File: config.mk
export PLATFORM = sky130hd
export DESIGN_NAME = sreg_wb_arbiter_flat
export DESIGN_NICKNAME = d
export VERILOG_FILES = /design/src/rtl/sreg_wb_pkg.sv /design/src/rtl/sreg_wb_arbiter_if.sv /design/src/rtl/sreg_scoreboard.sv /design/src/rtl/sreg_wb_arbiter.sv /design/src/flat_wrapper.sv
export SDC_FILE = /design/constraint.sdc
export NUM_CORES = 1
export LEC_CHECK = 0
export CORE_MARGIN = 10
export CORE_UTILIZATION = 39
export CTS_BUF_LIST = sky130_fd_sc_hd__clkbuf_16
export DETAILED_ROUTE_END_ITERATION = 16
export GPL_TIMING_DRIVEN = 0
export PLACE_DENSITY = 0.78
export SYNTH_ARGS = -nofsm -noshare
export SYNTH_HDL_FRONTEND = slang
export SYNTH_SLANG_ARGS = --single-unit
File: constraint.sdc
create_clock -name clk -period 2.68 [get_ports clk]
set_input_delay 0.536 -clock clk [delete_from_list [all_inputs] [get_ports clk]]
set_output_delay 0.536 -clock clk [all_outputs]
set_load 0.005 [all_outputs]
File: src/rtl/sreg_wb_pkg.sv
// Shared types for the scalar register file writeback path: producer
// identifiers and the request bundle each producer presents to the arbiter.
package sreg_wb_pkg;

    localparam int NUM_WB_SRC = 3;
    localparam int RD_W       = 5;
    localparam int WB_DATA_W  = 32;

    typedef enum logic [1:0] {
        WB_ALU  = 2'd0,
        WB_LSU  = 2'd1,
        WB_MDU  = 2'd2,
        WB_NONE = 2'd3
    } wb_src_e;

    typedef struct packed {
        logic                 valid;
        logic [RD_W-1:0]      rd;
        logic [WB_DATA_W-1:0] data;
    } wb_req_t;

endpackage

File: src/rtl/sreg_wb_arbiter_if.sv
// Writeback bus between the three result producers, dispatch and the
// register file write port. The arbiter sits on the slave side.
interface sreg_wb_arbiter_if #(
    parameter int DATA_WIDTH = 32,
    parameter int REG_COUNT  = 32
);
    logic                  alu_valid_i;
    logic                  alu_ready_o;
    logic [4:0]            alu_rd_i;
    logic [DATA_WIDTH-1:0] alu_data_i;

    logic                  lsu_valid_i;
    logic                  lsu_ready_o;
    logic [4:0]            lsu_rd_i;
    logic [DATA_WIDTH-1:0] lsu_data_i;

    logic                  mdu_valid_i;
    logic                  mdu_ready_o;
    logic [4:0]            mdu_rd_i;
    logic [DATA_WIDTH-1:0] mdu_data_i;

    logic                  issue_valid_i;
    logic [4:0]            issue_rd_i;
    logic [REG_COUNT-1:0]  busy_o;

    logic [4:0]            rd_addr_o;
    logic [DATA_WIDTH-1:0] rd_data_o;
    logic                  reg_write_en_o;

    modport master (
        output alu_valid_i, alu_rd_i, alu_data_i,
        output lsu_valid_i, lsu_rd_i, lsu_data_i,
        output mdu_valid_i, mdu_rd_i, mdu_data_i,
        output issue_valid_i, issue_rd_i,
        input  alu_ready_o, lsu_ready_o, mdu_ready_o,
        input  busy_o, rd_addr_o, rd_data_o, reg_write_en_o
    );

    modport slave (
        input  alu_valid_i, alu_rd_i, alu_data_i,
        input  lsu_valid_i, lsu_rd_i, lsu_data_i,
        input  mdu_valid_i, mdu_rd_i, mdu_data_i,
        input  issue_valid_i, issue_rd_i,
        output alu_ready_o, lsu_ready_o, mdu_ready_o,
        output busy_o, rd_addr_o, rd_data_o, reg_write_en_o
    );

endinterface

File: src/rtl/sreg_scoreboard.sv
// Pending-write bitmap: dispatch sets a bit when it issues a destination,
// writeback clears it. x0 never becomes pending.
module sreg_scoreboard
    import sreg_wb_pkg::*;
#(
    parameter int REG_COUNT = 32
) (
    input  logic                 clk,
    input  logic                 rst_n,
    input  logic                 set_en_i,
    input  logic [RD_W-1:0]      set_idx_i,
    input  logic                 clr_en_i,
    input  logic [RD_W-1:0]      clr_idx_i,
    output logic [REG_COUNT-1:0] busy_o
);

    logic [REG_COUNT-1:0] busy_q, busy_d;

    // Set is applied after clear so a new producer issued to the register
    // being written back in the same cycle keeps it pending.
    always_comb begin
        busy_d = busy_q;
        if (clr_en_i) busy_d[clr_idx_i] = 1'b0;
        if (set_en_i) busy_d[set_idx_i] = 1'b1;
        busy_d[0] = 1'b0;
    end

    // NOTE: the bitmap is reset (unlike a RAM array) because dispatch reads
    // every bit on the first cycle after reset and must see nothing pending.
    always_ff @(posedge clk or negedge rst_n) begin
        if (!rst_n) busy_q <= '0;
        else        busy_q <= busy_d;
    end

    assign busy_o = busy_q;

endmodule

File: src/rtl/sreg_wb_arbiter.sv
// Writeback arbiter for the scalar register file: grants one of ALU/LSU/MDU
// per cycle with starvation promotion, registers the write port, tracks RAW.
module sreg_wb_arbiter
    import sreg_wb_pkg::*;
#(
    parameter int DATA_WIDTH   = 32,
    parameter int REG_COUNT    = 32,
    parameter int STARVE_LIMIT = 4
) (
    input  logic              clk,
    input  logic              rst_n,
    sreg_wb_arbiter_if.slave  bus
);

    localparam int              CNT_W   = $clog2(STARVE_LIMIT + 1);
    localparam logic [CNT_W-1:0] CNT_MAX = CNT_W'(STARVE_LIMIT);

    wb_req_t               alu_req, lsu_req, mdu_req, win;
    wb_src_e               grant;
    logic [CNT_W-1:0]      lsu_cnt_q, lsu_cnt_d, mdu_cnt_q, mdu_cnt_d;
    logic [RD_W-1:0]       rd_addr_q, rd_addr_d;
    logic [DATA_WIDTH-1:0] rd_data_q, rd_data_d;
    logic                  wr_en_q, wr_en_d;

    always_comb begin
        alu_req = '{valid: bus.alu_valid_i, rd: bus.alu_rd_i, data: WB_DATA_W'(bus.alu_data_i)};
        lsu_req = '{valid: bus.lsu_valid_i, rd: bus.lsu_rd_i, data: WB_DATA_W'(bus.lsu_data_i)};
        mdu_req = '{valid: bus.mdu_valid_i, rd: bus.mdu_rd_i, data: WB_DATA_W'(bus.mdu_data_i)};
    end

    // Starved sources outrank the ALU; LSU wins when both are starved.
    always_comb begin
        grant = WB_NONE;
        if (!rst_n)                                     grant = WB_NONE;
        else if (lsu_req.valid && lsu_cnt_q == CNT_MAX) grant = WB_LSU;
        else if (mdu_req.valid && mdu_cnt_q == CNT_MAX) grant = WB_MDU;
        else if (alu_req.valid)                         grant = WB_ALU;
        else if (lsu_req.valid)                         grant = WB_LSU;
        else if (mdu_req.valid)                         grant = WB_MDU;
    end

    assign bus.alu_ready_o = (grant == WB_ALU);
    assign bus.lsu_ready_o = (grant == WB_LSU);
    assign bus.mdu_ready_o = (grant == WB_MDU);

    function automatic logic [CNT_W-1:0] next_cnt(input logic valid, input logic granted,
                                                  input logic [CNT_W-1:0] cnt);
        if (!valid || granted) return '0;
        if (cnt != CNT_MAX)    return cnt + CNT_W'(1);
        return cnt;
    endfunction

    // NOTE: win and every *_d get a default before any branch so no path
    // leaves them unassigned, which would otherwise infer a latch.
    always_comb begin
        win = '0;
        unique case (grant)
            WB_ALU:  win = alu_req;
            WB_LSU:  win = lsu_req;
            WB_MDU:  win = mdu_req;
            default: win = '0;
        endcase

        lsu_cnt_d = next_cnt(lsu_req.valid, grant == WB_LSU, lsu_cnt_q);
        mdu_cnt_d = next_cnt(mdu_req.valid, grant == WB_MDU, mdu_cnt_q);

        // A grant to x0 completes the handshake but leaves the port untouched.
        rd_addr_d = rd_addr_q;
        rd_data_d = rd_data_q;
        wr_en_d   = 1'b0;
        if (win.valid && win.rd != '0) begin
            rd_addr_d = win.rd;
            rd_data_d = DATA_WIDTH'(win.data);
            wr_en_d   = 1'b1;
        end
    end

    // NOTE: state registers use non-blocking assignments so every flop
    // samples pre-edge values regardless of statement order.
    always_ff @(posedge clk or negedge rst_n) begin
        if (!rst_n) begin
            lsu_cnt_q <= '0;
            mdu_cnt_q <= '0;
            rd_addr_q <= '0;
            rd_data_q <= '0;
            wr_en_q   <= 1'b0;
        end else begin
            lsu_cnt_q <= lsu_cnt_d;
            mdu_cnt_q <= mdu_cnt_d;
            rd_addr_q <= rd_addr_d;
            rd_data_q <= rd_data_d;
            wr_en_q   <= wr_en_d;
        end
    end

    assign bus.rd_addr_o      = rd_addr_q;
    assign bus.rd_data_o      = rd_data_q;
    assign bus.reg_write_en_o = wr_en_q;

    sreg_scoreboard #(
        .REG_COUNT (REG_COUNT)
    ) u_scoreboard (
        .clk       (clk),
        .rst_n     (rst_n),
        .set_en_i  (bus.issue_valid_i),
        .set_idx_i (bus.issue_rd_i),
        .clr_en_i  (win.valid),
        .clr_idx_i (win.rd),
        .busy_o    (bus.busy_o)
    );

endmodule

File: src/flat_wrapper.sv
// flat-port wrapper written by rule: the top's interface ports become plain ports
module sreg_wb_arbiter_flat import sreg_wb_pkg::*;
#(
    parameter int DATA_WIDTH   = 32,
    parameter int REG_COUNT    = 32,
    parameter int STARVE_LIMIT = 4
)
  (clk, rst_n, bus_alu_valid_i, bus_alu_rd_i, bus_alu_data_i, bus_lsu_valid_i, bus_lsu_rd_i, bus_lsu_data_i, bus_mdu_valid_i, bus_mdu_rd_i, bus_mdu_data_i, bus_issue_valid_i, bus_issue_rd_i, bus_alu_ready_o, bus_lsu_ready_o, bus_mdu_ready_o, bus_busy_o, bus_rd_addr_o, bus_rd_data_o, bus_reg_write_en_o);
  sreg_wb_arbiter_if #(.DATA_WIDTH(DATA_WIDTH), .REG_COUNT(REG_COUNT)) bus_i ();
  input  logic clk;
  input  logic rst_n;
  input wire logic [$bits(bus_i.alu_valid_i)-1:0] bus_alu_valid_i;
  input wire logic [$bits(bus_i.alu_rd_i)-1:0] bus_alu_rd_i;
  input wire logic [$bits(bus_i.alu_data_i)-1:0] bus_alu_data_i;
  input wire logic [$bits(bus_i.lsu_valid_i)-1:0] bus_lsu_valid_i;
  input wire logic [$bits(bus_i.lsu_rd_i)-1:0] bus_lsu_rd_i;
  input wire logic [$bits(bus_i.lsu_data_i)-1:0] bus_lsu_data_i;
  input wire logic [$bits(bus_i.mdu_valid_i)-1:0] bus_mdu_valid_i;
  input wire logic [$bits(bus_i.mdu_rd_i)-1:0] bus_mdu_rd_i;
  input wire logic [$bits(bus_i.mdu_data_i)-1:0] bus_mdu_data_i;
  input wire logic [$bits(bus_i.issue_valid_i)-1:0] bus_issue_valid_i;
  input wire logic [$bits(bus_i.issue_rd_i)-1:0] bus_issue_rd_i;
  output wire logic [$bits(bus_i.alu_ready_o)-1:0] bus_alu_ready_o;
  output wire logic [$bits(bus_i.lsu_ready_o)-1:0] bus_lsu_ready_o;
  output wire logic [$bits(bus_i.mdu_ready_o)-1:0] bus_mdu_ready_o;
  output wire logic [$bits(bus_i.busy_o)-1:0] bus_busy_o;
  output wire logic [$bits(bus_i.rd_addr_o)-1:0] bus_rd_addr_o;
  output wire logic [$bits(bus_i.rd_data_o)-1:0] bus_rd_data_o;
  output wire logic [$bits(bus_i.reg_write_en_o)-1:0] bus_reg_write_en_o;
  assign bus_i.alu_valid_i = bus_alu_valid_i;
  assign bus_i.alu_rd_i = bus_alu_rd_i;
  assign bus_i.alu_data_i = bus_alu_data_i;
  assign bus_i.lsu_valid_i = bus_lsu_valid_i;
  assign bus_i.lsu_rd_i = bus_lsu_rd_i;
  assign bus_i.lsu_data_i = bus_lsu_data_i;
  assign bus_i.mdu_valid_i = bus_mdu_valid_i;
  assign bus_i.mdu_rd_i = bus_mdu_rd_i;
  assign bus_i.mdu_data_i = bus_mdu_data_i;
  assign bus_i.issue_valid_i = bus_issue_valid_i;
  assign bus_i.issue_rd_i = bus_issue_rd_i;
  assign bus_alu_ready_o = bus_i.alu_ready_o;
  assign bus_lsu_ready_o = bus_i.lsu_ready_o;
  assign bus_mdu_ready_o = bus_i.mdu_ready_o;
  assign bus_busy_o = bus_i.busy_o;
  assign bus_rd_addr_o = bus_i.rd_addr_o;
  assign bus_rd_data_o = bus_i.rd_data_o;
  assign bus_reg_write_en_o = bus_i.reg_write_en_o;
  sreg_wb_arbiter #(.DATA_WIDTH(DATA_WIDTH), .REG_COUNT(REG_COUNT), .STARVE_LIMIT(STARVE_LIMIT)) u_core (.clk(clk), .rst_n(rst_n), .bus(bus_i));
endmodule
==> out/qor.yml, run 1 <==
cts:
  cts_max_level: 3
  clockBufferDepth: 2
  cts-root-buf: "clkbuf_16"
  numCtsBuffers: 9
  clock_latency_ps: 340
  clkSlewWorstSetupHoldPaths_ps: 60
  numClockSinks: 75
  tritoncts: "built"
sta:
  finalSetupViolCount: 30
  min_period_ps: 2733
  fmax_mhz: 365.9
  hold_slack_ps: 79.99
  relSlewSlack: 0.5234
  hold_violations: 0
  worst-slew-pin-transition_ps: 710.1
  period_share: 1.020
  drv_slew: 0
  fin_setup_tns_ps: -722.0
  fin_worst_skew_ps: 3.088
  fin_ws_ps: -52.77
  rsz0062_at_grt: "yes"
logic_synthesis:
  syn_nets: 582
  async_flop_share: 1.000
  syn-mean-instance-area_um2: 9.798
  ys_seq_elements: 75
  synthCells: 456
  yosys.area.top_type_share: 0.4201
  syn_area_mm2: 0.004468
  synth_edf_count: 0
  yosysSeqAreaShare: 0.4201
  yosys-top-cells-area: "dfrtp_1 42%, mux2_4 9.4%, mux2i_1 7.4%"
  ys.flop_type: "dfrtp_1"
  yosysWarningCount: 0
  synth_top_cell_by_area: "dfrtp_1"
  ys_types: 58
floorplan:
  io_pins: 195
  rows: 39
  die_h_um: 127.0
  die_area_mm2: 0.01614
  coreArea_mm2: 0.01132
  die_width_um: 127.0
  initial_core_util: 0.3947
critical_path:
  cp_max_fo: 8
  path_class: "register to register"
  crit_required_ps: 2890
  crit_path_start_kind: "register"
  end_kind: "register"
  arrival_ps: 2940
power_and_ir_drop:
  power.internal_mw: 2.876
  p_clk_frac: 0.288
  power_switching_mw: 1.155
  swShare: 0.2865
  p_comb_frac: 0.354
  power.density_mw_per_mm2: 547.8
  p_leak_nw: 3.112
  ir_drop_mv: 0.4786
  seqPwrFrac: 0.359
placed_design:
  dp_hpwl_um: 12780
  gp_congestion: 0.8886
  port_buffers: 192
outcome:
  status: "complete, but fails checks"
  failed_checks: "setup timing"
final_layout:
  layout_commonest_cell: "clkdlybuf4s50_1"
  syn2layout_area_growth_pct: 64.69
  drive_gt1_frac: 0.1913
  mostFrequentLayoutCells: "186 x clkdlybuf4s50_1, 75 x dfrtp_1, 60 x o21ai_0"
  fin_nets: 812
  antenna_cells: 0
detailed_routing:
  drt_pass1_iterations: 4
  final_antenna_net_count: 0
  num_vias: 4548
  wl_um: 17240
  vias_per_cell: 5.460
  drt-initial-drc-count: 259
  wl_per_cell_um: 20.70
  route.detailed.drc: 0
min_path:
  hold_path.class: "input port to async pin"
global_route:
  grt_pass1_wl_um: 26180
  antenna_found_initial: 0
  grt_usage: 0.2005
  grt_pass1_vias: 4850
  grt_max_degree: 49
  grt-ovfl-total: 0
job:
  max-cap-violations: 0
power by group through the flow:
stage | combinational (mW) | clock (mW) | sequential (mW)
2_1_floorplan | 0.515 | 0 | 1.45
3_3_place_gp | 1.26 | 0 | 1.44
3_5_place_dp | 1.29 | 0 | 1.46
4_1_cts | 1.35 | 1.17 | 1.44
5_1_grt | 1.53 | 1.22 | 1.47
6_report | 1.43 | 1.16 | 1.45
area by class of cell:
class | count | area (µm²)
multi-input combinational | 338 | 2611
sequential | 75 | 1877
timing repair buffer | 219 | 2172
buffer | 24 | 171.4
clock buffer | 9 | 225.2
inverter | 19 | 71.32
fill | 896 | 3963
clock inverter | 6 | 51.30
tap | 143 | 178.9
layer usage:
layer / vias to the layer above / global-route usage / routed length [µm] / part of all wire
li1: 2122 / - / - / -
met5: - / 0 / 0 / 0
met4: 0 / 0.05626 / 325 / 0.019
met2: 174 / 0.3466 / 8927 / 0.52
met3: 23 / 0.06700 / 1212 / 0.070
met1: 2229 / 0.2314 / 6775 / 0.39
state kept, by name (all words and copies together), names as in the netlist:
name and cells:
u_core.mdu_cnt_q 3, u_core.bus.rd_addr_o 5, u_core.lsu_cnt_q 3, u_core.u_scoreboard.busy_o 31, u_core.bus.rd_data_o 32, u_core.bus.reg_write_en_o 1
metrics by stage:
step | setup WS [ps] | total power, mW | cells | instance area (µm²) | util
finish | -52.77 | 4.031 | 833 | 7358 | 0.6500
global route | -145.5 | 4.216 | 833 | 7358 | 0.6500
CTS | -13.63 | 3.965 | 817 | 7088 | 0.6261
detailed placement | -969.7 | 2.741 | 792 | 6594 | 0.5824
global placement | -3501 | 2.704 | 791 | 6569 | 0.5802
floorplan | 89.09 | 1.967 | 456 | 4468 | -
cell families (layout without fill, tap and decap cells):
family	count (synthesis)	after routing	synth area share
AOI/OAI and AO/OA	145	145	0.2086
xor gates and xnor gates	2	2	0.003921
adders and majority gates	4	4	0.01120
buffers and inverters	43	277	0.04592
DFF	75	75	0.4201
muxes	68	68	0.1857
other	1	1	0.0008393
and+or+nand+nor	118	118	0.1238
what timing repair did:
item,4_1_cts,5_1_grt
gates resized for setup,39,26
setup buffers,10,16
setup endpoints to repair,65,67
hold buffers,0,0
pin swaps,9,9
final timing paths:
kind                                                         start                                       end  slack (ps)  cells past startpoint
setup / recovery                   u_core.lsu_cnt_q[1]$_DFFE_PN0P_  u_core.u_scoreboard.busy_o[11]$_DFF_PN0_         -50                     11
hold / removal                                               rst_n      u_core.bus.rd_data_o[11]$_DFFE_PN0P_          80                      1
setup reg to reg                   u_core.lsu_cnt_q[1]$_DFFE_PN0P_  u_core.u_scoreboard.busy_o[11]$_DFF_PN0_         -50                     11
hold reg to reg            u_core.u_scoreboard.busy_o[9]$_DFF_PN0_   u_core.u_scoreboard.busy_o[9]$_DFF_PN0_         500                      2
max in group asynchronous                                    rst_n   u_core.u_scoreboard.busy_o[4]$_DFF_PN0_        2050                      2
min in group clk           u_core.u_scoreboard.busy_o[9]$_DFF_PN0_   u_core.u_scoreboard.busy_o[9]$_DFF_PN0_         500                      2
critical path, stage by stage (launching register included):
cell and delay (ps):
dfrtp_1 370, inv_2 60, ha_4 160, and3_4 140, buf_6 130, a211oi_4 250
buf_6 150, buf_8 120, mux2_4 310, o32a_4 450, o41ai_4 350, o21ai_1 110
cells in the mapped netlist, drive strengths merged, types with 2 or more instances:
cell type / count
nand3b: 5
buf: 14
clkbuf: 10
a32oi: 3
a21o: 2
a211oi: 3
o31ai: 9
o21ai: 71
a21oi: 21
o211a: 2
or3: 4
o211ai: 10
nor2: 30
mux2i: 33
nor3: 13
or3b: 3
xnor2: 2
o41ai: 7
o221ai: 2
mux2: 35
dfrtp: 75
a221o: 2
nand3: 7
ha: 4
nand4: 2
nand2: 46
and3: 2
inv: 19
o21a: 3
(Power assumes the default switching activity.)
==> run 2, diff against run 1 <==
--- a/config.mk
+++ b/config.mk
@@ -5,12 +5,15 @@
 export SDC_FILE = /design/constraint.sdc
 export NUM_CORES = 1
 export LEC_CHECK = 0
+export CELL_PAD_IN_SITES_DETAIL_PLACEMENT = 0
+export CELL_PAD_IN_SITES_GLOBAL_PLACEMENT = 2
 export CORE_MARGIN = 10
-export CORE_UTILIZATION = 39
+export CORE_UTILIZATION = 33
 export CTS_BUF_LIST = sky130_fd_sc_hd__clkbuf_16
 export DETAILED_ROUTE_END_ITERATION = 16
+export DONT_BUFFER_PORTS = 1
 export GPL_TIMING_DRIVEN = 0
-export PLACE_DENSITY = 0.78
+export PLACE_DENSITY_LB_ADDON = 0.1
 export SYNTH_ARGS = -nofsm -noshare
 export SYNTH_HDL_FRONTEND = slang
 export SYNTH_SLANG_ARGS = --single-unit
==> out/qor.yml, run 2 (synthesis results as in run 1) <==
global_route:
  use_met2: 0.2643  # was 0.3466
  grt_pass1_vias: 3856  # was 4850
  grt_max_degree: 76  # was 49
  grt_pass1_wl_um: 23740  # was 26180 µm
  grtUsageMet3: 0.06900  # was 0.06700
  gr-usage-met1: 0.2042  # was 0.2314
  antenna_found_initial: 0  # unchanged
  grt-ovfl-total: 0  # unchanged
  grt_usage: 0.1676  # was 0.2005
  top_usage_layer: "met2"  # unchanged
cts:
  tritoncts: "built"  # unchanged
  clockBufferDepth: 2  # unchanged
  clkSlewWorstSetupHoldPaths_ps: 60  # about the same
  numCtsBuffers: 9  # unchanged
  clock_latency_ps: 340  # about the same
  cts-root-buf: "clkbuf_16"  # unchanged
  numClockSinks: 75  # unchanged
  cts_max_level: 3  # unchanged
sta:
  fin_worst_skew_ps: 5.878  # was 3.088 ps
  finalSetupViolCount: 0  # was 30
  fin_ws_ps: 17.30  # was -52.77 ps
  relSlewSlack: 0.6280  # was 0.5234
  hold_violations: 0  # unchanged
  period_share: 0.9935  # was 1.020
  worst-slew-pin-transition_ps: 558.0  # was 710.1 ps
  min_period_ps: 2663  # was 2733 ps
  drv_slew: 0  # unchanged
  fmax_mhz: 375.6  # was 365.9 MHz
  rsz0062_at_grt: "yes"  # unchanged
placed_design:
  dp_hpwl_um: 11790  # was 12780 µm
  dpl.cell_count: 632  # was 792
  port_buffers: 0  # was 192
  gp_congestion: 0.7801  # was 0.8886
  dp_slack_ps: -385.9  # was -969.7 ps
floorplan:
  rows: 42  # was 39
  coreArea_mm2: 0.01324  # was 0.01132 mm²
  die_area_mm2: 0.01859  # was 0.01614 mm²
  io_pins: 195  # unchanged
  initial_core_util: 0.3374  # was 0.3947
  die_width_um: 136.4  # was 127.0 µm
  die_h_um: 136.4  # was 127.0 µm
critical_path:
  arrival_ps: 2890  # was 2940 ps
  path_class: "register to register"  # unchanged
  cp_common_cell: "buf_6"  # unchanged
  critPathTopFamily: "compound AO/OA/AOI/OAI gates"  # unchanged
  cp_num_buf_inv: 5  # was 4
  reg2reg_from: "u_core.lsu_cnt_q[0]$_DFFE_PN0P_"  # was u_core.lsu_cnt_q[1]$_DFFE_PN0P_
  end_kind: "register"  # unchanged
  crit_required_ps: 2900  # was 2890 ps
  critPathSlowestCell: "dfrtp_1"  # was o32a_4
  cp_cell_sequence: "inv_1 > ha_2 > and3_4 > buf_6 > o211a_4 > a211oi_4 > buf_4 > o211ai_4 > a21oi_4 > clkinv_4 > buf_6 > mux2_4"  # was inv_2 > ha_4 > and3_4 > buf_6 > a211oi_4 > buf_6 > buf_8 > mux2_4 > o32a_4 > o41ai_4 > o21ai_1
  critPathMaxStageDelay_ps: 360  # was 450 ps
  cp_max_fo: 10  # was 8
  cp-startpoint: "u_core.lsu_cnt_q[0]$_DFFE_PN0P_"  # was u_core.lsu_cnt_q[1]$_DFFE_PN0P_
  crit_path_start_kind: "register"  # unchanged
detailed_routing:
  num_vias: 3615  # was 4548
  wl_um: 15950  # was 17240 µm
  drt_pass1_iterations: 4  # unchanged
  final_antenna_net_count: 0  # unchanged
  drt-initial-drc-count: 137  # was 259
  vias_per_cell: 5.404  # was 5.460
  wl_per_cell_um: 23.83  # was 20.70 µm
  route.detailed.drc: 0  # unchanged
min_path:
  hold_path.class: "input port to async pin"  # unchanged
outcome:
  status: "completed"  # was complete, but fails checks
power_and_ir_drop:
  finalPower_mw: 3.561  # was 4.031 mW
  power.density_mw_per_mm2: 654.8  # was 547.8 mW/mm²
  p_leak_nw: 2.294  # was 3.112 nW
  ir_drop_mv: 0.2821  # was 0.4786 mV
final_layout:
  syn2layout_area_growth_pct: 21.73  # was 64.69%
  antenna_cells: 0  # unchanged
  layout_commonest_cell: "dfrtp_1"  # was clkdlybuf4s50_1
  fin_cells: 669  # was 833
  drive_gt1_frac: 0.2475  # was 0.1913
  mostFrequentLayoutCells: "75 x dfrtp_1, 62 x o21ai_0, 45 x nand2_1"  # was 186 x clkdlybuf4s50_1, 75 x dfrtp_1, 60 x o21ai_0
  largest_reg_flops: 32  # unchanged
  fin_nets: 614  # was 812
job:
  max-cap-violations: 0  # unchanged
-- run 2: cell count changes in the layout (fill, tap and decap cells not counted), sizes merged --
cell	change
clkdlybuf4s50	-186
buf	-5
dlygate4sd2	-5
clkbuf	-2
clkinv	+2
inv	-2
bufinv	+1
-- run 2: metrics by stage --
step / util / setup TNS (ps) / hold slack (ps) / instance area (µm²)
global route: 0.4107 / -2385 / 101.7 / 5439
floorplan: - / 0 / 240.4 / 4468
finish: 0.4107 / 0 / 45.83 / 5439
CTS: 0.3982 / -1545 / 104.2 / 5274
detailed placement: 0.3540 / -17850 / 244.0 / 4688
global placement: 0.3540 / -16410 / 243.8 / 4688
-- run 2: layout make-up --
type,instances,area (µm²)
Clock buffer,9,225.2
Tap cell,176,220.2
Inverter,19,76.32
Buffer,24,171.4
Sequential cell,75,1877
Multi-Input combinational cell,338,2586
Clock inverter,7,85.08
Timing Repair Buffer,21,197.7
Fill cell,1321,7804
-- run 2: repair_timing --
item,4_1_cts,5_1_grt
gates cloned,1,0
hold endpoints to repair,75,0
gates resized for setup,26,30
endpoints found under the setup margin,68,64
setup buffers,14,5
hold buffers,1,0
pin swaps,6,8
-- run 2: path summary, 6_finish.rpt --
| path | slack, ps | end | cells after the start |
|---|---|---|---|
| max reg2reg | 20 | u_core.bus.rd_data_o[24]$_DFFE_PN0P_ | 12 |
| max | 20 | u_core.bus.rd_data_o[24]$_DFFE_PN0P_ | 12 |
| max in group asynchronous | 2240 | u_core.bus.rd_addr_o[3]$_DFFE_PN0P_ | 1 |
| min | 50 | u_core.lsu_cnt_q[1]$_DFFE_PN0P_ | 1 |
| min in group clk | 340 | u_core.bus.rd_addr_o[4]$_DFFE_PN0P_ | 1 |
| min reg2reg | 550 | u_core.bus.rd_data_o[24]$_DFFE_PN0P_ | 1 |
-- run 2: power breakdown --
| part | internal (mW) | switching, mW |
|---|---|---|
| Combinational | 0.384 | 0.390 |
| Clock | 0.805 | 0.479 |
| Sequential | 1.32 | 0.181 |
-- run 2: per-layer routing --
layer  share of wire  wire [µm]
met2            0.48       7607
met1            0.42       6690
met3           0.093       1477
met5               0          0
met4           0.011        169
